$ cat src/rtl/fifo_arb_pkg.sv
// Shared types and helpers for the FIFO write-port arbiter.
package fifo_arb_pkg;
   typedef enum logic {IDLE = 1'b0, GRANT = 1'b1} arb_state_t;

   localparam int DATA_W = 8;

   // Wraps idx back into 0..n-1; the caller guarantees idx < 2*n.
   function automatic int rr_wrap(input int idx, input int n);
      return (idx >= n) ? idx - n : idx;
   endfunction
endpackage

$ cat src/rtl/fifo_wr_arbiter_rr_pick.sv
// Round-robin picker: first valid requester after last_grant.
module rr_pick
   import fifo_arb_pkg::*;
#(
   parameter int N = 4,
   localparam int GW = $clog2(N)
) (
   input  logic [N-1:0]  valid,
   input  logic [GW-1:0] last_grant,
   output logic          found,
   output logic [GW-1:0] idx
);

   logic [GW-1:0] cand;

   // Scan from farthest to nearest so the nearest valid wins.
   always_comb begin
      found = 1'b0;
      idx   = '0;
      cand  = '0;
      for (int k = N; k >= 1; k--) begin
         cand = GW'(rr_wrap(int'(last_grant) + k, N));
         if (valid[cand]) begin
            found = 1'b1;
            idx   = cand;
         end
      end
   end

endmodule

$ cat src/rtl/fifo_wr_arbiter.sv
// Packet-granular round-robin arbiter in front of a FIFO write port.
module fifo_wr_arbiter
   import fifo_arb_pkg::*;
#(
   parameter int N = 4,
   parameter int MAX_BURST = 8,
   localparam int GW = $clog2(N),
   localparam int CW = $clog2(MAX_BURST + 1)
) (
   input  logic                clk,
   input  logic                rst,
   input  logic [N-1:0]        req_valid,
   input  logic [N-1:0]        req_last,
   input  logic [N*DATA_W-1:0] req_data,
   output logic [N-1:0]        req_ready,
   output logic                w_en,
   output logic [DATA_W-1:0]   datain,
   input  logic                full,
   output logic [GW-1:0]       grant_id,
   output logic                busy
);

   arb_state_t state, state_nxt;

   logic [GW-1:0]     last_grant, last_nxt;
   logic [GW-1:0]     gid_nxt, pick_idx;
   logic [CW-1:0]     beat_cnt, cnt_nxt;
   logic              pick_found;
   logic              rel;
   logic [DATA_W-1:0] data_arr [N];

   for (genvar i = 0; i < N; i++) begin : g_data
      assign data_arr[i] = req_data[i*DATA_W +: DATA_W];
   end

   rr_pick #(.N(N)) u_pick (
      .valid      (req_valid),
      .last_grant (last_grant),
      .found      (pick_found),
      .idx        (pick_idx)
   );

   always_ff @(posedge clk or posedge rst) begin
      if (rst) begin
         state      <= IDLE;
         last_grant <= GW'(N - 1);
         beat_cnt   <= '0;
         grant_id   <= '0;
      end else begin
         state      <= state_nxt;
         last_grant <= last_nxt;
         beat_cnt   <= cnt_nxt;
         grant_id   <= gid_nxt;
      end
   end

   assign busy = (state == GRANT);

   // Datapath is purely combinational so a beat costs no extra cycle.
   always_comb begin
      req_ready = '0;
      w_en      = 1'b0;
      datain    = data_arr[0];
      if (busy) begin
         req_ready[grant_id] = ~full;
         w_en                = req_valid[grant_id] & ~full;
         datain              = data_arr[grant_id];
      end
   end

   assign rel = w_en &
      (req_last[grant_id] | (beat_cnt == CW'(MAX_BURST - 1)));

   always_comb begin
      state_nxt = state;
      gid_nxt   = grant_id;
      last_nxt  = last_grant;
      cnt_nxt   = beat_cnt;
      unique case (state)
         IDLE: begin
            if (pick_found) begin
               state_nxt = GRANT;
               gid_nxt   = pick_idx;
               cnt_nxt   = '0;
            end
         end
         GRANT: begin
            if (w_en) begin
               cnt_nxt = beat_cnt + 1'b1;
               if (rel) begin
                  state_nxt = IDLE;
                  last_nxt  = grant_id;
               end
            end
         end
      endcase
   end

endmodule

$ cat config.mk
export PLATFORM = sky130hd
export DESIGN_NAME = fifo_wr_arbiter
export DESIGN_NICKNAME = d
export VERILOG_FILES = /design/src/rtl/fifo_arb_pkg.sv /design/src/rtl/fifo_wr_arbiter_rr_pick.sv /design/src/rtl/fifo_wr_arbiter.sv
export SDC_FILE = /design/constraint.sdc
export NUM_CORES = 1
export LEC_CHECK = 0
export ABC_AREA = 1
export CORE_AREA = 4 4 78 51
export CTS_CLUSTER_SIZE = 12
export DETAILED_ROUTE_END_ITERATION = 12
export DIE_AREA = 0 0 82 55
export PLACE_DENSITY_LB_ADDON = 0.3
export REMOVE_ABC_BUFFERS = 1
export SYNTH_ARGS = -nofsm -noshare
export SYNTH_HDL_FRONTEND = slang
export SYNTH_SLANG_ARGS = --single-unit
export TNS_END_PERCENT = 50
$ cat constraint.sdc
create_clock -name clk -period 1.3 [get_ports clk]
set_input_delay 0.195 -clock clk [delete_from_list [all_inputs] [get_ports clk]]
set_output_delay 0.195 -clock clk [all_outputs]
set_load 0.02 [all_outputs]
==> results of run 1 <==
[worst paths after layout]
check                               from             to  cells past startpoint
setup / recovery             grant_id[1]      datain[2]                      6
hold / removal                       rst           busy                      2
setup reg to reg           last_grant[0]    beat_cnt[3]                      8
hold reg to reg            last_grant[1]  last_grant[1]                      2
max in group asynchronous            rst  last_grant[1]                      2
min in group clk           last_grant[1]  last_grant[1]                      2
[area by class of cell]
type / count / share of cell area, %
Timing Repair inverter: 1 / 0.340
Multi-Input combinational cell: 141 / 40.0
Tap cell: 45 / 2.55
Sequential cell: 9 / 10.4
Timing Repair Buffer: 95 / 40.6
Inverter: 17 / 4.08
Clock buffer: 4 / 2.04
[through the flow]
step | util, % | setup WS [ns]
finish | 68.9 | -0.320
global route | 68.9 | -0.365
CTS | 64.7 | -0.292
detailed placement | 61.5 | -0.632
global placement | 61.5 | -0.629
floorplan | - | -0.364
[timing repair]
item	in CTS	in global routing
gates cloned	1	0
resized for setup	95	42
setup buffers	2	1
setup endpoints to repair	25	25
pin swaps	2	12
hold endpoints to repair	0	0
[cells by family (layout without fill, tap and decap cells)]
logic type               count (synthesis)  in the layout  share of synthesized area [%]
AND/OR/NAND/NOR                        118            118                           49.9
buffers and inverters                   24            117                           11.2
AO/OA/AOI/OAI                           21             21                           16.2
flip-flops                               9              9                           20.7
adder cells (fa/ha/maj)                  1              1                           1.13
XOR/XNOR                                 1              1                          0.795
[worst max-delay path, stage by stage, from the launching register on]
cell	delay, ns
dfrtp_2	0.44
clkinv_4	0.11
buf_12	0.13
nand3_2	0.08
a31o_4	0.26
nand2_2	0.05
buf_6	0.11
[flip-flops by register name, summed over array words and instances (netlist names)]
| signal | count |
|---|---|
| beat_cnt | 4 |
| busy | 1 |
| grant_id | 2 |
| last_grant | 2 |
[synthesized netlist by cell type (2+ instances only)]
cell type	instances	area, sq um
o21ai_2	3	26.3
buf_6	2	22.5
inv_2	5	18.8
dfstp_2	2	52.6
nand2_2	2	12.5
dfrtp_1	7	175
inv_1	7	26.3
o21ai_0	8	40.0
nand2_4	3	33.8
buf_2	3	15.0
inv_4	2	12.5
nand3_1	33	165
nor2_1	7	26.3
a31o_2	3	26.3
nand2_1	65	244
nor2_2	3	18.8
[layout by cell type, fill, tap and decap left out, drive strengths merged]
cell type      count
clkinv             4
clkbuf             6
xor2               1
o21ai             13
nor3b              1
a21oi              2
buf               50
o22ai              2
inv               13
clkdlybuf4s15      1
dfstp              2
nand3b             1
nand4              1
a31o               3
nor2              11
clkdlybuf4s50     42
dfrtp              7
ha                 1
and2               1
clkinvlp           1
nand3             33
nand2             70
o21a               1
[power groups by stage]
stage          clock network, mW  registers, mW  logic (mW)
2_1_floorplan                  0          0.689        1.79
3_3_place_gp                   0          0.553        3.68
3_5_place_dp                   0          0.556        3.69
4_1_cts                    0.334          0.558        3.90
5_1_grt                    0.351          0.605        4.63
6_report                   0.323          0.591        4.28
[per-layer routing]
| layer | wire length (microns) | up-vias | track usage, % |
|---|---|---|---|
| met2 | 1860 | 33 | 30.0 |
| met1 | 2090 | 658 | 27.8 |
| met5 | 0 | - | 0 |
| li1 | - | 757 | - |
| met4 | 13 | 0 | 1.66 |
| met3 | 173 | 2 | 3.24 |
==> results_dict.tcl, run 1 <==
set metrics [dict create \
    post_dp_cell_area_sq_um 1970 \
    syn_inst 174 \
    synth-edff-count 0 \
    switching_power_mw 2.53 \
    skew_ns 0.00168 \
    die-area_sq_um 4510 \
    place.gp.congestion 0.861 \
    overflow 0 \
    required_ns 1.11 \
    wirelength_mm 4.14 \
    h-tree-depth 1 \
    violations "negative setup slack" \
    yosysWarnings 0 \
    max_freq_mhz 617 \
    rsz0062_at_grt "yes" \
    fin_crit_sh_pct 125 \
    power.share.clock_pct 6.2 \
    grt_pass1_wl_mm 6.34 \
    hold_viol_final 0 \
    r2r_slack_ns -0.20 \
    io_pins 59 \
    setup-violations-final 22 \
    start_kind "register" \
    power_leakage_nw 1.04 \
    sequentialPowerShare_pct 11.4 \
    row_count 16 \
    path_class "reg -> out" \
    endpoint_kind "primary output" \
    p_total_mw 5.19 \
    synth_seq_area_share_pct 20.7 \
    fillCellCount 264 \
    intPower_mw 2.66 \
    clock-sinks 9 \
    grt_max_degree 12 \
    tightest_slew_ns 0.337 \
    status "complete, but fails checks" \
    dr.first_iter.drc_count 57 \
    crit_fanout 6 \
    drtAntennaViolNets 0 \
    grt_antenna_before_repair 0 \
    cts.clk_slew.worst_paths_ns 0.04 \
    tritoncts "built" \
    grt_pass1_vias 1283 \
    power.density_nw_per_um2 2350 \
    die_height_microns 55 \
    io_buffers 58 \
    synth.avg_cell_area_sq_um 6.34 \
    p_sw_share_pct 48.7 \
    coreArea_sq_um 3200 \
    drc 0 \
    drt-pass1-iter-count 4 \
    clockBufferDepth 2 \
    ir_drop_mv 1.20 \
    numCtsBuffers 3 \
    design_area_sq_um 2210 \
    die-width_microns 82 \
    hpwl_mm 3.14 \
    track_usage_pct 18.9 \
    n_antenna_cell 0 \
    hold_buffers 0 \
    drv_cap 0 \
    relSlewSlack_pct 77.5 \
    final_cells 312 \
    synth-main-ff-cell "dfrtp_1" \
    worstPathArrival_ns 1.43 \
    fin_crit_ns 1.62 \
    setup_slack_ns -0.320 \
    async_flop_share_pct 100 \
    whs_ns 0.226 \
    min_path_type "in -> async" \
    syn_area_sq_um 1100 \
    insertion_delay_ns 0.23 \
    slew_viol_final 0 \
    multiInputGateArea_sq_um 883 \
    layout.nets 312 \
    cts_root_buffer "clkbuf_8" \
    register_area_sq_um 230 \
    syn_to_final_growth_pct 100 \
    start_util_pct 34.4 \
    wl_per_cell_microns 13.3 \
    drive_gt1_share_pct 43.1 \
    viasPerCell 4.65 \
    dp_cells 304 \
    ys_seq_elements 9 \
    synth.distinct_cells 35 \
    num_vias 1450 \
    setup-tns-final_ns -4.21 \
    pwr-share-comb_pct 82.4 \
]
Note: power is estimated with default switching activity, not from simulation.
==> inputs of run 2 (changes only) <==
--- a/config.mk
+++ b/config.mk
@@ -6,10 +6,11 @@
 export NUM_CORES = 1
 export LEC_CHECK = 0
 export ABC_AREA = 1
-export CORE_AREA = 4 4 78 51
+export CORE_AREA = 2 2 76 49
 export CTS_CLUSTER_SIZE = 12
 export DETAILED_ROUTE_END_ITERATION = 12
-export DIE_AREA = 0 0 82 55
+export DIE_AREA = 0 0 78 51
+export GPL_TIMING_DRIVEN = 0
 export PLACE_DENSITY_LB_ADDON = 0.3
 export REMOVE_ABC_BUFFERS = 1
 export SYNTH_ARGS = -nofsm -noshare
==> run 2 against run 1 <==
Against the previous run:
- the flow still finishes with violations (negative setup slack)
- first-iteration DRC count rose by 67%
- critical path depth is 1 higher
- global-route usage is 2.4 points higher
- via count up 4.5%
- combinational power hardly changed
- worst hold slack worse by 0.011 ns
- flip-flop and latch count unchanged
==> results_dict.tcl, run 2 (synthesis gave the netlist of run 1 again) <==
set metrics [dict create \
    status "complete, but fails checks" \
    violations "negative setup slack" \
    required_ns 1.11 \
    numCtsBuffers 3 \
    rsz0062_at_grt "yes" \
    pwr-share-comb_pct 81.8 \
    largest_reg_flops 4 \
    switching_power_mw 2.66 \
    fin_crit_sh_pct 131 \
    power.density_nw_per_um2 2400 \
    relSlewSlack_pct 77.9 \
    final_cell_mix "nand2_1 (49), clkdlybuf4s50_1 (42), nand3_1 (28), buf_4 (22), buf_6 (18)" \
    reg_top3 "beat_cnt: 4 flops, grant_id: 2 flops, last_grant: 2 flops" \
    intPower_mw 2.60 \
    grt_pass1_vias 1276 \
    path_class "reg -> out" \
    skew_ns 0.00377 \
    dr.first_iter.drc_count 95 \
    die-width_microns 78 \
    drive_gt1_share_pct 44.8 \
    layout.nets 306 \
    post_dp_cell_area_sq_um 1690 \
    ir_drop_mv 1.43 \
    worstPathArrival_ns 1.50 \
    slowest_stage "dfrtp_2" \
    die-area_sq_um 3980 \
    drc 0 \
    path_cells "clkinv_4 > buf_4 > nand2_4 > o22ai_4 > nor2_4 > nor2_8 > buf_6" \
    drv_cap 0 \
    design_area_sq_um 2200 \
    wl_per_cell_microns 14.1 \
    clock-sinks 9 \
    sequentialPowerShare_pct 12.1 \
    fin_crit_ns 1.70 \
    hold_viol_final 0 \
    die_height_microns 51 \
    coreArea_sq_um 3400 \
    start_kind "register" \
    overflow 0 \
    io_pins 59 \
    h-tree-depth 1 \
    final_common_cell "nand2_1" \
    slew_viol_final 0 \
    io_buffers 58 \
    place.gp.congestion 0.881 \
    track_usage_pct 21.3 \
    power.share.clock_pct 6.1 \
    start_util_pct 32.4 \
    drt-pass1-iter-count 4 \
    grt_pass1_wl_mm 6.62 \
    setup_slack_ns -0.399 \
    clockBufferDepth 2 \
    cts_root_buffer "clkbuf_8" \
    crit_fanout 8 \
    viasPerCell 4.92 \
    reg2reg_depth 10 \
    cts.clk_slew.worst_paths_ns 0.05 \
    tightest_slew_ns 0.331 \
    row_count 17 \
    endpoint_kind "primary output" \
    n_antenna_cell 0 \
    insertion_delay_ns 0.23 \
    max_freq_mhz 589 \
    p_sw_share_pct 50.6 \
    num_vias 1515 \
    min_path_type "in -> async" \
    syn_to_final_growth_pct 99.2 \
    p_total_mw 5.27 \
    wirelength_mm 4.35 \
    power_leakage_nw 1.04 \
    hpwl_mm 2.58 \
    setup-violations-final 23 \
    setup-tns-final_ns -5.81 \
    top_register "beat_cnt" \
    max_stage_delay_ns 0.45 \
    drtAntennaViolNets 0 \
    grt_antenna_before_repair 0 \
    tritoncts "built" \
    grt_max_degree 13 \
]
run 2: cell count changes in the layout (fill, tap and decap cells not counted), moves of 4 or more:
cell	delta
buf_4	-10
nand2_4	+6
o21ai_1	-4
nand2_1	-4
run 2: area by class of cell:
class	count	area, sq um
Clock buffer	4	45.0
Fill cell	307	1210
Inverter	17	103
Multi-Input combinational cell	141	912
Sequential cell	9	231
Tap cell	47	58.8
Timing Repair Buffer	87	828
Timing Repair inverter	3	17.5
run 2: path summary, 6_finish.rpt:
kind / from / slack, ns / end
worst max-delay path: grant_id[1] / -0.40 / w_en
worst min-delay path: rst / 0.22 / beat_cnt[3]
worst max register to register: grant_id[1] / -0.35 / last_grant[1]
worst min register to register: last_grant[1] / 0.53 / last_grant[1]
max in group asynchronous: rst / 0.79 / last_grant[1]
min in group clk: last_grant[1] / 0.53 / last_grant[1]
run 2: timing repair:
item	in CTS	in global routing
pin swaps	4	17
buffers inserted	14	15
cloned	2	1
endpoints found under the setup margin	25	23
gates resized for setup	99	62
hold buffers	0	0
run 2: per-layer routing:
layer / GRT usage [%] / share of wire [%]
met1: 32.0 / 48
met2: 31.8 / 42
met3: 5.12 / 8.1
met4: 2.34 / 1.3
met5: 0 / 0
run 2: power groups by stage:
| stage | sequential (mW) | combinational, mW | clock (mW) |
|---|---|---|---|
| floorplan | 0.689 | 1.79 | 0 |
| global placement | 0.724 | 2.75 | 0 |
| detailed placement | 0.727 | 2.76 | 0 |
| CTS | 0.652 | 3.44 | 0.331 |
| global route | 0.656 | 4.62 | 0.348 |
| finish | 0.636 | 4.31 | 0.324 |
run 2: stage by stage:
stage / hold WS (ns) / worst slack (ns) / instances / utilization, %
4_1_cts: 0.225 / -0.404 / 292 / 57.1
3_3_place_gp: 0.472 / -0.997 / 272 / 49.7
6_report: 0.215 / -0.399 / 308 / 64.5
2_1_floorplan: 0.0215 / -0.364 / 167 / -
5_1_grt: 0.252 / -0.455 / 308 / 64.5
3_5_place_dp: 0.472 / -1.02 / 272 / 49.7
run 2: worst max-delay path, delay by kind of cell (launching register included):
family,cells,cell delay [ns]
buffers and inverters,3,0.39
and+or+nand+nor,3,0.23
DFF,1,0.45
AOI/OAI and AO/OA,1,0.20
==> inputs of run 3 (changes only) <==
--- a/config.mk
+++ b/config.mk
@@ -6,6 +6,7 @@
 export NUM_CORES = 1
 export LEC_CHECK = 0
 export ABC_AREA = 1
+export CAP_MARGIN = 20
 export CORE_AREA = 2 2 76 49
 export CTS_CLUSTER_SIZE = 12
 export DETAILED_ROUTE_END_ITERATION = 12
==> results of run 3 <==
Same layout as run 2: the final DEF is identical, and so are final timing and power.
